`src/rtl/axi_lite_slave.sv`:
```
// AXI-lite responder backed by a flat register file.
// One outstanding write and one outstanding read; the write and read paths are independent.
module axi_lite_slave #(
  parameter int unsigned         DATA_WD   = 8,
  parameter int unsigned         ADDR_WD   = 8,
  parameter int unsigned         NUM_REGS  = 16,
  parameter logic [DATA_WD-1:0]  RESET_VAL = '0
) (
  input  logic                          clk,
  input  logic                          rst_n,
  input  logic                          awvalid,
  input  logic [ADDR_WD-1:0]            awaddr,
  output logic                          awready,
  input  logic                          wvalid,
  input  logic [DATA_WD-1:0]            wdata,
  output logic                          wready,
  output logic                          bvalid,
  output logic [1:0]                    brsp,
  input  logic                          bready,
  input  logic                          arvalid,
  input  logic [ADDR_WD-1:0]            araddr,
  output logic                          arready,
  output logic                          rvalid,
  output logic [DATA_WD-1:0]            rdata,
  output logic [1:0]                    rrsp,
  input  logic                          rready,
  output logic [NUM_REGS*DATA_WD-1:0]   regs_out
);

  localparam int unsigned     CMP_WD     = ADDR_WD + 1;
  localparam logic [CMP_WD-1:0] NUM_REGS_C = CMP_WD'(NUM_REGS);
  localparam logic [1:0]      RSP_OKAY   = 2'b00;
  localparam logic [1:0]      RSP_SLVERR = 2'b10;

  logic               aw_held;
  logic [ADDR_WD-1:0] aw_addr_q;
  logic               w_held;
  logic [DATA_WD-1:0] w_data_q;

  logic               aw_fire;
  logic               w_fire;
  logic               ar_fire;
  logic               r_fire;
  logic               commit;
  logic [ADDR_WD-1:0] wr_addr;
  logic [DATA_WD-1:0] wr_data;
  logic               wr_in_range;
  logic               rd_in_range;
  logic [DATA_WD-1:0] rd_data_c;

  assign awready = !aw_held;
  assign wready  = !w_held;
  assign arready = !rvalid || rready;

  assign aw_fire = awvalid && awready;
  assign w_fire  = wvalid && wready;
  assign ar_fire = arvalid && arready;
  assign r_fire  = rvalid && rready;

  // Held address/data take priority; otherwise the beat firing this cycle is used directly.
  assign wr_addr     = aw_held ? aw_addr_q : awaddr;
  assign wr_data     = w_held ? w_data_q : wdata;
  assign commit      = (aw_held || aw_fire) && (w_held || w_fire) && (!bvalid || bready);
  assign wr_in_range = {1'b0, wr_addr} < NUM_REGS_C;
  assign rd_in_range = {1'b0, araddr} < NUM_REGS_C;

  // Read mux compares the full address so out-of-range indices never alias.
  always_comb begin
    rd_data_c = '0;
    for (int i = 0; i < NUM_REGS; i++) begin
      if (araddr == ADDR_WD'(i)) rd_data_c = regs_out[i*DATA_WD +: DATA_WD];
    end
  end

  // Write capture and response.
  always_ff @(posedge clk or negedge rst_n) begin
    if (!rst_n) begin
      aw_held   <= 1'b0;
      aw_addr_q <= '0;
      w_held    <= 1'b0;
      w_data_q  <= '0;
      bvalid    <= 1'b0;
      brsp      <= 2'b00;
    end else if (commit) begin
      aw_held <= 1'b0;
      w_held  <= 1'b0;
      bvalid  <= 1'b1;
      brsp    <= wr_in_range ? RSP_OKAY : RSP_SLVERR;
    end else begin
      if (aw_fire) begin
        aw_held   <= 1'b1;
        aw_addr_q <= awaddr;
      end
      if (w_fire) begin
        w_held   <= 1'b1;
        w_data_q <= wdata;
      end
      if (bvalid && bready) bvalid <= 1'b0;
    end
  end

  // Register file; reads in the same cycle see the pre-write value.
  always_ff @(posedge clk or negedge rst_n) begin
    if (!rst_n) begin
      regs_out <= {NUM_REGS{RESET_VAL}};
    end else begin
      for (int i = 0; i < NUM_REGS; i++) begin
        if (commit && wr_in_range && (wr_addr == ADDR_WD'(i)))
          regs_out[i*DATA_WD +: DATA_WD] <= wr_data;
      end
    end
  end

  // Read response.
  always_ff @(posedge clk or negedge rst_n) begin
    if (!rst_n) begin
      rvalid <= 1'b0;
      rdata  <= '0;
      rrsp   <= 2'b00;
    end else if (ar_fire) begin
      rvalid <= 1'b1;
      rdata  <= rd_in_range ? rd_data_c : '0;
      rrsp   <= rd_in_range ? RSP_OKAY : RSP_SLVERR;
    end else if (r_fire) begin
      rvalid <= 1'b0;
    end
  end

endmodule
```
`config.mk`:
```
export PLATFORM = sky130hd
export DESIGN_NAME = axi_lite_slave
export DESIGN_NICKNAME = d
export VERILOG_FILES = /design/src/rtl/axi_lite_slave.sv
export SDC_FILE = /design/constraint.sdc
export NUM_CORES = 1
export LEC_CHECK = 0
export CORE_UTILIZATION = 45
export DETAILED_ROUTE_END_ITERATION = 10
export GPL_ROUTABILITY_DRIVEN = 0
export GPL_TIMING_DRIVEN = 0
export PLACE_DENSITY = 0.76
export SYNTH_ARGS = -nofsm -noshare
export SYNTH_HDL_FRONTEND = slang
export SYNTH_SLANG_ARGS = --single-unit
```
`constraint.sdc`:
```
create_clock -name clk -period 2.2 [get_ports clk]
set_input_delay 0.33 -clock clk [delete_from_list [all_inputs] [get_ports clk]]
set_output_delay 0.33 -clock clk [all_outputs]
set_load 0.05 [all_outputs]
```
-- Word level (Yosys, flattened, before mapping)
Cells that the tools add are included.
Widths: inputs -> output; s select.
- word-level logic and storage cells: 127
- input bits: 31
- register bits after elaboration: 160
- output and inout bits: 145
- equal/unequal tests: 30
- reduce and logical (&&, ||, !) cells: 40
- magnitude comparators: 2
- bitwise gates (word level): 1
- muxes and demuxes: 29
- operators with widths (kind ; number):
    $mux 8 ; 19
    $eq 8x4->1 const B ; 16
    $eq 8x3->1 const B ; 8
    $eq 8x2->1 const B ; 4
    $logic_and 1x1->1 ; 24
    $eq 8x1->1 const B ; 2
    $logic_not 8->1 ; 2
    $lt 8x5->1 const B ; 2
    $mux 1 ; 8
    $reduce_bool 2->1 ; 4
    $logic_not 1->1 ; 4
    $logic_or 1x1->1 ; 4
    $mux 2 ; 2
    $reduce_and 2->1 ; 2
    $not 1->1 ; 1

-- Logic depth before layout (Yosys ltp)
Gate-level depths: netlist of run 1.
- word-level depth: 18
- depth in mapped cells: 9
- depth with buffers taken out: 6

-- Worst setup path before layout of run 1
Ideal clock, no wire load.
- path type: flip-flop to flip-flop
- start: register bvalid
- end: register regs_out[102]
- clock period less this slack: 2240 ps
- buffers on the path: 3
- setup slack: -40 ps
- required time: 2073 ps
- cell stages (with the launch flop): 9
- arrival time: 2113 ps
- library setup time: 127 ps
- cell sequence: dfrtp_1 > nor2b_1 > or3_1 > clkbuf_1 > or4b_1 > buf_2 > buf_6 > nand2_1 > o21ai_2
- word-level cells in the longest chain between the ends: 5
- RTL lines (item ; RTL line ; RTL):
    from (decl) ; 17 ; output logic bvalid,
    from (signal assigned) ; 82 ; bvalid <= 1'b0;
    from (signal assigned) ; 87 ; bvalid <= 1'b1;
    from (signal assigned) ; 98 ; if (bvalid && bready) bvalid <= 1'b0;
    $logic_not 1->1 ; 63 ; assign commit = (aw_held || aw_fire) && (w_held || w_fire) && (!bvalid || bready);
    $logic_or 1x1->1 ; 63 ;
    $logic_and 1x1->1 ; 63 ;
    $logic_and 1x1->1 (2 in a row) ; 108 ; if (commit && wr_in_range && (wr_addr == ADDR_WD'(i)))
    to (signal assigned) ; 105 ; regs_out <= {NUM_REGS{RESET_VAL}};
    to (signal, indexed assignment) ; 109 ; regs_out[i*DATA_WD +: DATA_WD] <= wr_data;
    to (decl) ; 27 ; output logic [NUM_REGS*DATA_WD-1:0] regs_out
No other way between the ends.
A chain may end at the register's enable or synchronous reset.

-- Final worst setup path of run 1
- start: register aw_addr_q[6]
- end: register regs_out[109]
- word-level cells in the longest chain between the ends: 4
- elaborated cells between the ends (all ways): 5
- those cells by class: order compare (1); eq/ne (1); mux (1); reduce/logical (2)
- RTL lines (item ; RTL line ; RTL):
    from (decl) ; 36 ; logic [ADDR_WD-1:0] aw_addr_q;
    from (signal assigned) ; 92 ; aw_addr_q <= awaddr;
    $mux 8 (*) ; 61 ; assign wr_addr = aw_held ? aw_addr_q : awaddr;
    $lt 8x5->1 ; 64 ; assign wr_in_range = {1'b0, wr_addr} < NUM_REGS_C;
    $logic_and 1x1->1 ; 108 ;
    $logic_and 1x1->1 (*) ; 108 ;
Every way passes the cells marked *; elsewhere a longest branch is shown, timed or not.

==> summary.md, run 1 <==
| Metric | Value |
|---|---|
| Largest net degree at the start of global routing | 84 |
| Max-slew headroom | 41.0% |
| Post-synth EDFFs | 0 |
| # fillers | 1264 |
| Number of library cell types mapped by synthesis | 62 |
| Crit path capture type | flop |
| Total number of vias | 7391 |
| Number of global-route vias before repair | 7034 |
| # IOs | 176 |
| GR Overflow Total | 0 |
| Critical Path End | regs_out[109] |
| Most used DFF post-synth | dfrtp_1 |
| Net count, final | 1019 |
| Critical path launch point | aw_addr_q[6] |
| Area Overhead vs Synth | 40.7% |
| Maximum VDD drop | 0.958 mV |
| Die height | 131 µm |
| Mean number of vias per cell | 6.08 |
| Number of non-filler instances in the completed layout | 1216 |
| PD cells | 1300 nW/µm² |
| Hold Path Class | reg -> reg |
| Worst Reg-to-Reg Cells | 6 |
| Synth area leader | dfrtp_1 |
| Worst path arrival time | 2.53 ns |
| CTS Buf Count | 17 |
| FMAX | 0.448 GHz |
| # clock sinks | 158 |
| Synth area leaders | dfrtp_1 53%, o21ai_0 8.2%, nand2_1 8.1% |
| Starting DRC count in detailed routing | 789 |
| Tmin final | 2.23 ns |
| Failing checks | negative setup slack |
| Commonest cells in the netlist | 161 x nand2_1, 158 x dfrtp_1, 122 x o21ai_0, 37 x clkbuf_1, 29 x nor2_1 |
| Pins Over Slew Limit | 0 |
| # Max-Cap Violations | 0 |
| Clock slew at reported path FFs | 0.06 ns |
| Core area | 16100 µm² |
| Multi-input gate area | 3370 µm² |
| DPL Wire Length | 18.7 mm |
| Final setup violation count | 7 |
| Initial Util | 46.6% |
| Global-route wire length before repair | 39.6 mm |
| CTS tree | built |
| Period utilisation layout | 101% |
| CP Launch Type | flop |
| Port buffer count | 171 |
| Die width | 131 µm |
| Seq/Total Area, Yosys | 52.9% |
| RSZ-0062 raised after global routing | true |
| Status | finished, violations left |
| Clk_lat worst skew | 0.44 ns |
| Post-layout util | 65.5% |
| N_diodes | 0 |
| WL final | 26.2 mm |
| # H-tree levels | 4 |
| Routed WL per cell | 21.5 µm |
| Die ar. | 17100 µm² |
| Post-synthesis register bit count | 158 |
| Critical R2R Launch | aw_addr_q[6] |
| Seq. cell area | 3960 µm² |
| Antenna Violating Nets Remaining | 0 |
| WHS | 0.498 ns |
| Clock root buffer | clkbuf_16 |
| Max stage delay on crit path | 0.62 ns |
| Clock skew | 0.0146 ns |
| Final setup margin | -0.0320 ns |
| Leakage power total | 4.38 nW |
| Top cell type's share of synthesized area | 52.9% |
| Drt drc | 0 |
| Post-Synthesis Cells | 776 |
| Critical-path cell list | or4b_4 > o22a_4 > or4b_4 > buf_8 > nand2_2 > o21ai_1 |
| Syn_area_per_cell | 9.63 µm² |
| Most used cell, CP | or4b_4 |
| Top-count cell post-synth | nand2_1 |
| CTS Buffer Depth | 2 |
| Req. time, crit path | 2.50 ns |
| Antenna violations before repair | 0 |
| Ys Warns | 0 |
| Crit Path Category | reg -> reg |
| Worst R2R Setup Slack | -0.03 ns |
| Critical path fanouts, max | 6 |
| Placed insts | 1165 |
| Site Rows | 46 |
| Router iterations before antenna repair | 5 |
| Ys async rst share | 100% |
| Gr usage total | 31.7% |
| Share of cells above drive strength 1 | 15.7% |
| Area of the mapped netlist | 7480 µm² |
| Hold Fails Final Rpt | 0 |
| Worst-margin pin slew | 0.861 ns |
| Worst path slowest cell | or4b_4 |
| Worst r2r dst | regs_out[109] |
-- worst max-delay path, delay by kind of cell, from the launching register on --
family          cells  cell delay, ns
flops               1            0.37
compound gates      2            0.28
buf+inv             1            0.20
simple gates        3            1.24
-- metrics by stage --
stage          power (mW)  TNS (ns)  worst slack, ns  area (µm²)
6_report             13.6    -0.103          -0.0320       10500
5_1_grt              14.2    -0.626          -0.0597       10500
4_1_cts              13.5   -0.0807          -0.0167       10300
3_5_place_dp         10.5    -75.24            -1.13        9500
3_3_place_gp         10.4   -953.03            -6.17        9470
2_1_floorplan        8.15         0           0.0497        7480
-- cells in the final DEF (no fill, tap or decap), drive strengths merged, types with 6 or more instances in the layout --
cell / count
clkdlybuf4s50: 166
nand2: 161
dfrtp: 158
o21ai: 151
clkbuf: 54
buf: 49
nor2: 29
mux2: 22
mux2i: 22
a21oi: 18
nand4: 15
inv: 15
nor2b: 11
nand2b: 8
nand3: 6
mux4: 6
a22oi: 6
nor3: 6
-- registers in the layout, summed over array words and instances, names as in the netlist --
register	count
w_held	1
rdata	8
regs_out	128
brsp	1
bvalid	1
rrsp	1
aw_held	1
w_data_q	8
aw_addr_q	8
rvalid	1
-- worst min-delay path by stage --
stage,from,to,slack (ns),cells past startpoint
global route,aw_addr_q[4],aw_addr_q[4],0.53,1
finish,rrsp[1],rrsp[1],0.50,2
floorplan,rst_n,aw_addr_q[0],0.03,0
global placement,aw_addr_q[6],aw_addr_q[6],0.49,1
CTS,rrsp[1],rrsp[1],0.51,2
detailed placement,rst_n,regs_out[86],0.44,1
-- logic make-up (layout without fill, tap and decap cells) --
family                 Yosys count  count (layout)  synth area share, %
and+or+nand+nor                257             257                 15.4
AOI/OAI and AO/OA              239             239                 19.3
DFF                            158             158                 52.9
buffers and inverters           71             294                 4.25
muxes                           50              50                 8.07
other                            1               2               0.0502
-- power by group --
part	switching [mW]	internal, mW
Sequential	0.903	3.75
Clock	1.15	1.81
Combinational	4.05	1.97
Total	6.10	7.54
-- what timing repair did --
action,4_1_cts,5_1_grt
hold buffers,1,0
pin swaps,6,6
gates cloned,1,0
setup endpoints to repair,130,113
gates resized for setup,43,59
hold endpoints to repair,57,0
buffers inserted,14,11
-- per-layer routing --
| layer | up-vias | global-route usage [%] | wire length, µm |
|---|---|---|---|
| met5 | - | 0 | 0 |
| met4 | 0 | 13.3 | 962 |
| met3 | 90 | 10.2 | 2960 |
| met2 | 513 | 48.0 | 11800 |
| met1 | 3581 | 42.1 | 10500 |
| li1 | 3207 | - | - |
-- cell type report --
cell class,count,share of cell area [%]
flip-flops and latches,158,37.6
clock buffers,26,4.84
clock inverters,5,0.749
multi-input cells,548,32.0
plain buffers,49,2.81
repair buffers,199,18.8
well taps,216,2.57
inverters,15,0.535
No activity file was read; power rests on OpenSTA's default activity.
==> inputs of run 2 (changes only) <==
--- a/config.mk
+++ b/config.mk
@@ -10,6 +10,7 @@
 export GPL_ROUTABILITY_DRIVEN = 0
 export GPL_TIMING_DRIVEN = 0
 export PLACE_DENSITY = 0.76
+export SLEW_MARGIN = 20
 export SYNTH_ARGS = -nofsm -noshare
 export SYNTH_HDL_FRONTEND = slang
 export SYNTH_SLANG_ARGS = --single-unit
==> run 2 against run 1 <==
  * The run still ends with negative setup slack left
  * Non-clock buffer count decreased by 1
  * Flip-flop and latch count unchanged
  * Final cell count about the same
  * Clock-buffer cell count decreased by 3
  * Setup slack improved by 0.029 ns
  * Die area unchanged
  * Sequential share of layout area decreased by 0.076 points
  * Power decreased by 0.63%
==> summary.md, run 2 (same netlist as run 1, synthesis figures left out) <==
| Metric | Value |
|---|---|
| Drt drc | 0 |
| Worst r2r dst | regs_out[120] |
| Net count, final | 1018 |
| Gr usage total | 32.4% |
| Hold Fails Final Rpt | 0 |
| CTS Buffer Depth | 2 |
| WHS | 0.500 ns |
| Leakage power total | 4.39 nW |
| Worst R2R Setup Slack | -0.003 ns |
| Crit path capture type | flop |
| N_diodes | 0 |
| Commonest cells after routing, fill and taps aside | 166 x clkdlybuf4s50_1, 156 x dfrtp_1, 147 x nand2_1 |
| WL final | 26.4 mm |
| CTS Buf Count | 17 |
| Clk_lat worst skew | 0.43 ns |
| Critical path launch point | aw_addr_q[6] |
| # Max-Cap Violations | 0 |
| Total power | 13.6 mW |
| Hold Path Class | in -> async |
| Die width | 131 µm |
| # H-tree levels | 4 |
| Antenna Violating Nets Remaining | 0 |
| Final setup violation count | 1 |
| Largest Register | regs_out |
| RSZ-0062 raised after global routing | true |
| CP Launch Type | flop |
| Initial Util | 46.6% |
| Maximum VDD drop | 0.958 mV |
| Req. time, crit path | 2.49 ns |
| Mean number of vias per cell | 6.05 |
| Site Rows | 46 |
| Tmin final | 2.20 ns |
| Die height | 131 µm |
| DPL Wire Length | 18.7 mm |
| Failing checks | negative setup slack |
| Die ar. | 17100 µm² |
| Largest net degree at the start of global routing | 84 |
| Port buffer count | 171 |
| Number of non-filler instances in the completed layout | 1215 |
| Crit Path Category | reg -> reg |
| CTS tree | built |
| Clock root buffer | clkbuf_16 |
| Routed WL per cell | 21.7 µm |
| Area Overhead vs Synth | 41.0% |
| # IOs | 176 |
| GR Overflow Total | 0 |
| Status | finished, violations left |
| Clock slew at reported path FFs | 0.06 ns |
| Core area | 16100 µm² |
| Global-route wire length before repair | 40.1 mm |
| Critical R2R Launch | aw_addr_q[6] |
| Critical path fanouts, max | 5 |
| Final setup margin | -0.00301 ns |
| Total number of vias | 7354 |
| Worst Reg-to-Reg Cells | 6 |
| Max reg flops | 128 |
| Setup TNS | -0.00301 ns |
| Worst path arrival time | 2.49 ns |
| Share of cells above drive strength 1 | 17.2% |
| Placed insts | 1166 |
| # clock sinks | 158 |
| Period utilisation layout | 100% |
| Pins Over Slew Limit | 0 |
| Starting DRC count in detailed routing | 899 |
| FMAX | 0.454 GHz |
| Router iterations before antenna repair | 5 |
| Clock skew | 0.00749 ns |
| Antenna violations before repair | 1 |
| PD cells | 1290 nW/µm² |
| Post-layout util | 65.6% |
| Worst-margin pin slew | 0.694 ns |
| Max-slew headroom | 52.4% |
| Commonest non-fill, non-tap cell in the layout | clkdlybuf4s50_1 |
| Number of global-route vias before repair | 7101 |
run 2: cell types whose count changed in the layout (fill, tap and decap cells not counted), sizes merged:
cell	before	now
buf	49	45
clkinv	3	6
run 2: per-layer routing:
metal,track usage (%),wire length [µm],up-vias
li1,-,-,3201
met1,43.8,10700,3567
met2,49.1,11900,492
met3,8.75,2790,92
met4,13.9,1020,2
met5,0,15,-
run 2: layout make-up:
cell class                      instances  area (µm²)
Clock inverter                          8        90.1
Clock buffer                           23         468
Multi-Input combinational cell        548        3400
Buffer                                 49         290
Inverter                               15        56.3
Tap cell                              216         270
Fill cell                            1260        5520
Timing Repair Buffer                  198        2000
Sequential cell                       158        3960
run 2: worst max-delay path by stage:
stage	to
finish	regs_out[120]
global route	regs_out[114]
CTS	regs_out[120]
detailed placement	rdata[5]
global placement	bvalid
floorplan	regs_out[102]
run 2: worst max-delay path: stages, from the launching register on:
cell and delay [ns]:
dfrtp_1 0.37, or4b_4 0.55, o22a_4 0.22, or4b_4 0.61, buf_12 0.19, nand2_2 0.05, o21ai_1 0.06
run 2: stage by stage:
step / setup WS (ns) / area (µm²)
CTS: -0.0423 / 10400
global route: -0.0387 / 10500
finish: -0.00301 / 10500
floorplan: 0.0497 / 7480
detailed placement: -1.11 / 9510
global placement: -6.17 / 9470
run 2: where the power goes:
part	internal, mW	switching (mW)	total (mW)	leakage (nW)
Combinational	1.99	4.05	6.04	1.99
Sequential	3.75	0.914	4.67	2.12
Clock	1.71	1.14	2.85	0.280
run 2: repair_timing:
action	in CTS	in global routing
setup endpoints to repair	127	104
resized for setup	59	57
buffers inserted	16	6
hold buffers	1	0
gates cloned	2	0
pin swaps	14	5
hold endpoints to repair	82	0
==> inputs of run 3 (changes only) <==
--- a/config.mk
+++ b/config.mk
@@ -5,6 +5,7 @@
 export SDC_FILE = /design/constraint.sdc
 export NUM_CORES = 1
 export LEC_CHECK = 0
+export CORE_MARGIN = 4
 export CORE_UTILIZATION = 45
 export DETAILED_ROUTE_END_ITERATION = 10
 export GPL_ROUTABILITY_DRIVEN = 0
==> run 3 against run 2 <==
  * The run still ends with negative setup slack left
  * Largest power group unchanged
  * Final cell count rose by 1.1%
  * Final area rose by 2.6%
  * Non-clock buffer count rose by 12
  * Die area rose by 9.4%
  * Global-route usage fell by 2.6 points
  * Largest cell class unchanged
==> summary.md, run 3 (same netlist as run 1, synthesis figures left out) <==
| Metric | Value |
|---|---|
| Hold Fails Final Rpt | 0 |
| Post-layout util | 67.4% |
| Commonest non-fill, non-tap cell in the layout | clkdlybuf4s50_1 |
| CTS Buffer Depth | 2 |
| Die ar. | 18700 µm² |
| # clock sinks | 158 |
| N_diodes | 0 |
| Req. time, crit path | 2.50 ns |
| CTS Buf Count | 17 |
| FMAX | 0.424 GHz |
| Clock slew at reported path FFs | 0.06 ns |
| Number of global-route vias before repair | 7228 |
| Hold Path Class | in -> async |
| Worst Reg-to-Reg Cells | 8 |
| Starting DRC count in detailed routing | 888 |
| Worst r2r dst | regs_out[125] |
| Total number of vias | 7563 |
| Antenna Violating Nets Remaining | 0 |
| WHS | 0.428 ns |
| Period utilisation layout | 107% |
| Final Cell Area | 10800 µm² |
| Die width | 137 µm |
| Site Rows | 46 |
| Max-slew headroom | 42.6% |
| Final setup margin | -0.160 ns |
| # IOs | 176 |
| Initial Util | 46.6% |
| DPL Wire Length | 19.3 mm |
| CP Launch Type | flop |
| Commonest cells after routing, fill and taps aside | 166 x clkdlybuf4s50_1, 156 x dfrtp_1, 137 x nand2_1 |
| Critical Path End | regs_out[125] |
| Critical path launch point | aw_held |
| Clk_lat worst skew | 0.44 ns |
| Antenna violations before repair | 1 |
| # H-tree levels | 4 |
| Dpl ws | -1.22 ns |
| Clock root buffer | clkbuf_16 |
| Port buffer count | 171 |
| Gr usage total | 29.8% |
| Max reg flops | 128 |
| WL final | 28.2 mm |
| Failing checks | negative setup slack |
| RSZ-0062 raised after global routing | true |
| Core area | 16100 µm² |
| Area Overhead vs Synth | 44.7% |
| Global-route wire length before repair | 41.5 mm |
| Critical R2R Launch | aw_held |
| Worst path arrival time | 2.66 ns |
| Status | finished, violations left |
| Routed WL per cell | 23.0 µm |
| Net count, final | 1030 |
| Pins Over Slew Limit | 0 |
| Largest net degree at the start of global routing | 94 |
| GR Overflow Total | 0 |
| Crit Path Category | reg -> reg |
| Final setup violation count | 42 |
| Dpl cell area | 9510 µm² |
| Drt drc | 0 |
| Clock skew | 0.00559 ns |
| Leakage power total | 4.51 nW |
| Placed insts | 1166 |
| Tmin final | 2.36 ns |
| Worst R2R Setup Slack | -0.16 ns |
| Worst-margin pin slew | 0.838 ns |
| PD cells | 1310 nW/µm² |
| Router iterations before antenna repair | 7 |
| Number of non-filler instances in the completed layout | 1228 |
| Share of cells above drive strength 1 | 19.9% |
| # Max-Cap Violations | 0 |
| Die height | 137 µm |
| Critical path fanouts, max | 7 |
| Maximum VDD drop | 0.902 mV |
| Largest Register | regs_out |
| CTS tree | built |
| Crit path capture type | flop |
| Mean number of vias per cell | 6.16 |
-- run 3: cell count changes in the layout (fill, tap and decap cells not counted), sizes merged --
cell	change
clkinvlp	+2
dlymetal6s2s	-1
clkbuf	-9
buf	+18
clkinv	-2
bufinv	+4
dlygate4sd2	+1
-- run 3: power breakdown --
part | internal (mW) | switching [mW] | total (mW)
Combinational | 2.05 | 4.13 | 6.19
Sequential | 3.75 | 0.928 | 4.68
Clock | 2.15 | 1.21 | 3.35
Total | 7.95 | 6.27 | 14.2
-- run 3: worst max-delay path, stage by stage (launching register included) --
cell	delay, ns
dfrtp_2	0.45
or4_4	0.44
o22a_4	0.27
buf_6	0.12
or4b_4	0.52
buf_12	0.18
buf_8	0.13
nand2_2	0.05
o21ai_1	0.06
-- run 3: layer usage --
metal	vias to the layer above	global-route usage, %	share of wire, %
li1	3226	-	-
met3	102	8.35	12
met4	0	11.5	3.8
met2	563	46.4	46
met1	3672	39.8	39
met5	-	0	0
-- run 3: worst min path at each step --
stage,end,slack [ns],cells past startpoint
6_report,regs_out[86],0.43,2
5_1_grt,regs_out[90],0.48,2
4_1_cts,regs_out[94],0.45,2
3_5_place_dp,regs_out[86],0.31,1
3_3_place_gp,rrsp[1],0.47,2
2_1_floorplan,aw_addr_q[0],0.03,0
-- run 3: repair_timing --
item                       4_1_cts  5_1_grt
resized for setup               82       72
setup buffers                   19        9
cloned                           3        2
hold buffers                     1        0
hold endpoints to repair        65        0
pin swaps                       10        7
setup endpoints to repair      129      129
-- run 3: metrics by stage --
| step | setup TNS, ns | power, mW |
|---|---|---|
| after floorplan | 0 | 8.15 |
| after global placement | -940.63 | 10.4 |
| after detailed placement | -73.31 | 10.5 |
| after CTS | -2.19 | 14.0 |
| after global routing | -5.81 | 14.7 |
| final | -2.57 | 14.2 |
-- run 3: area by class of cell --
type                            instances  area [µm²]
Fill cell                            1225        5240
Sequential cell                       158        3960
Multi-Input combinational cell        548        3440
Timing Repair Buffer                  207        2090
Clock buffer                           20         447
Buffer                                 52         342
Tap cell                              216         270
Clock inverter                         12         215
Inverter                               15        56.3
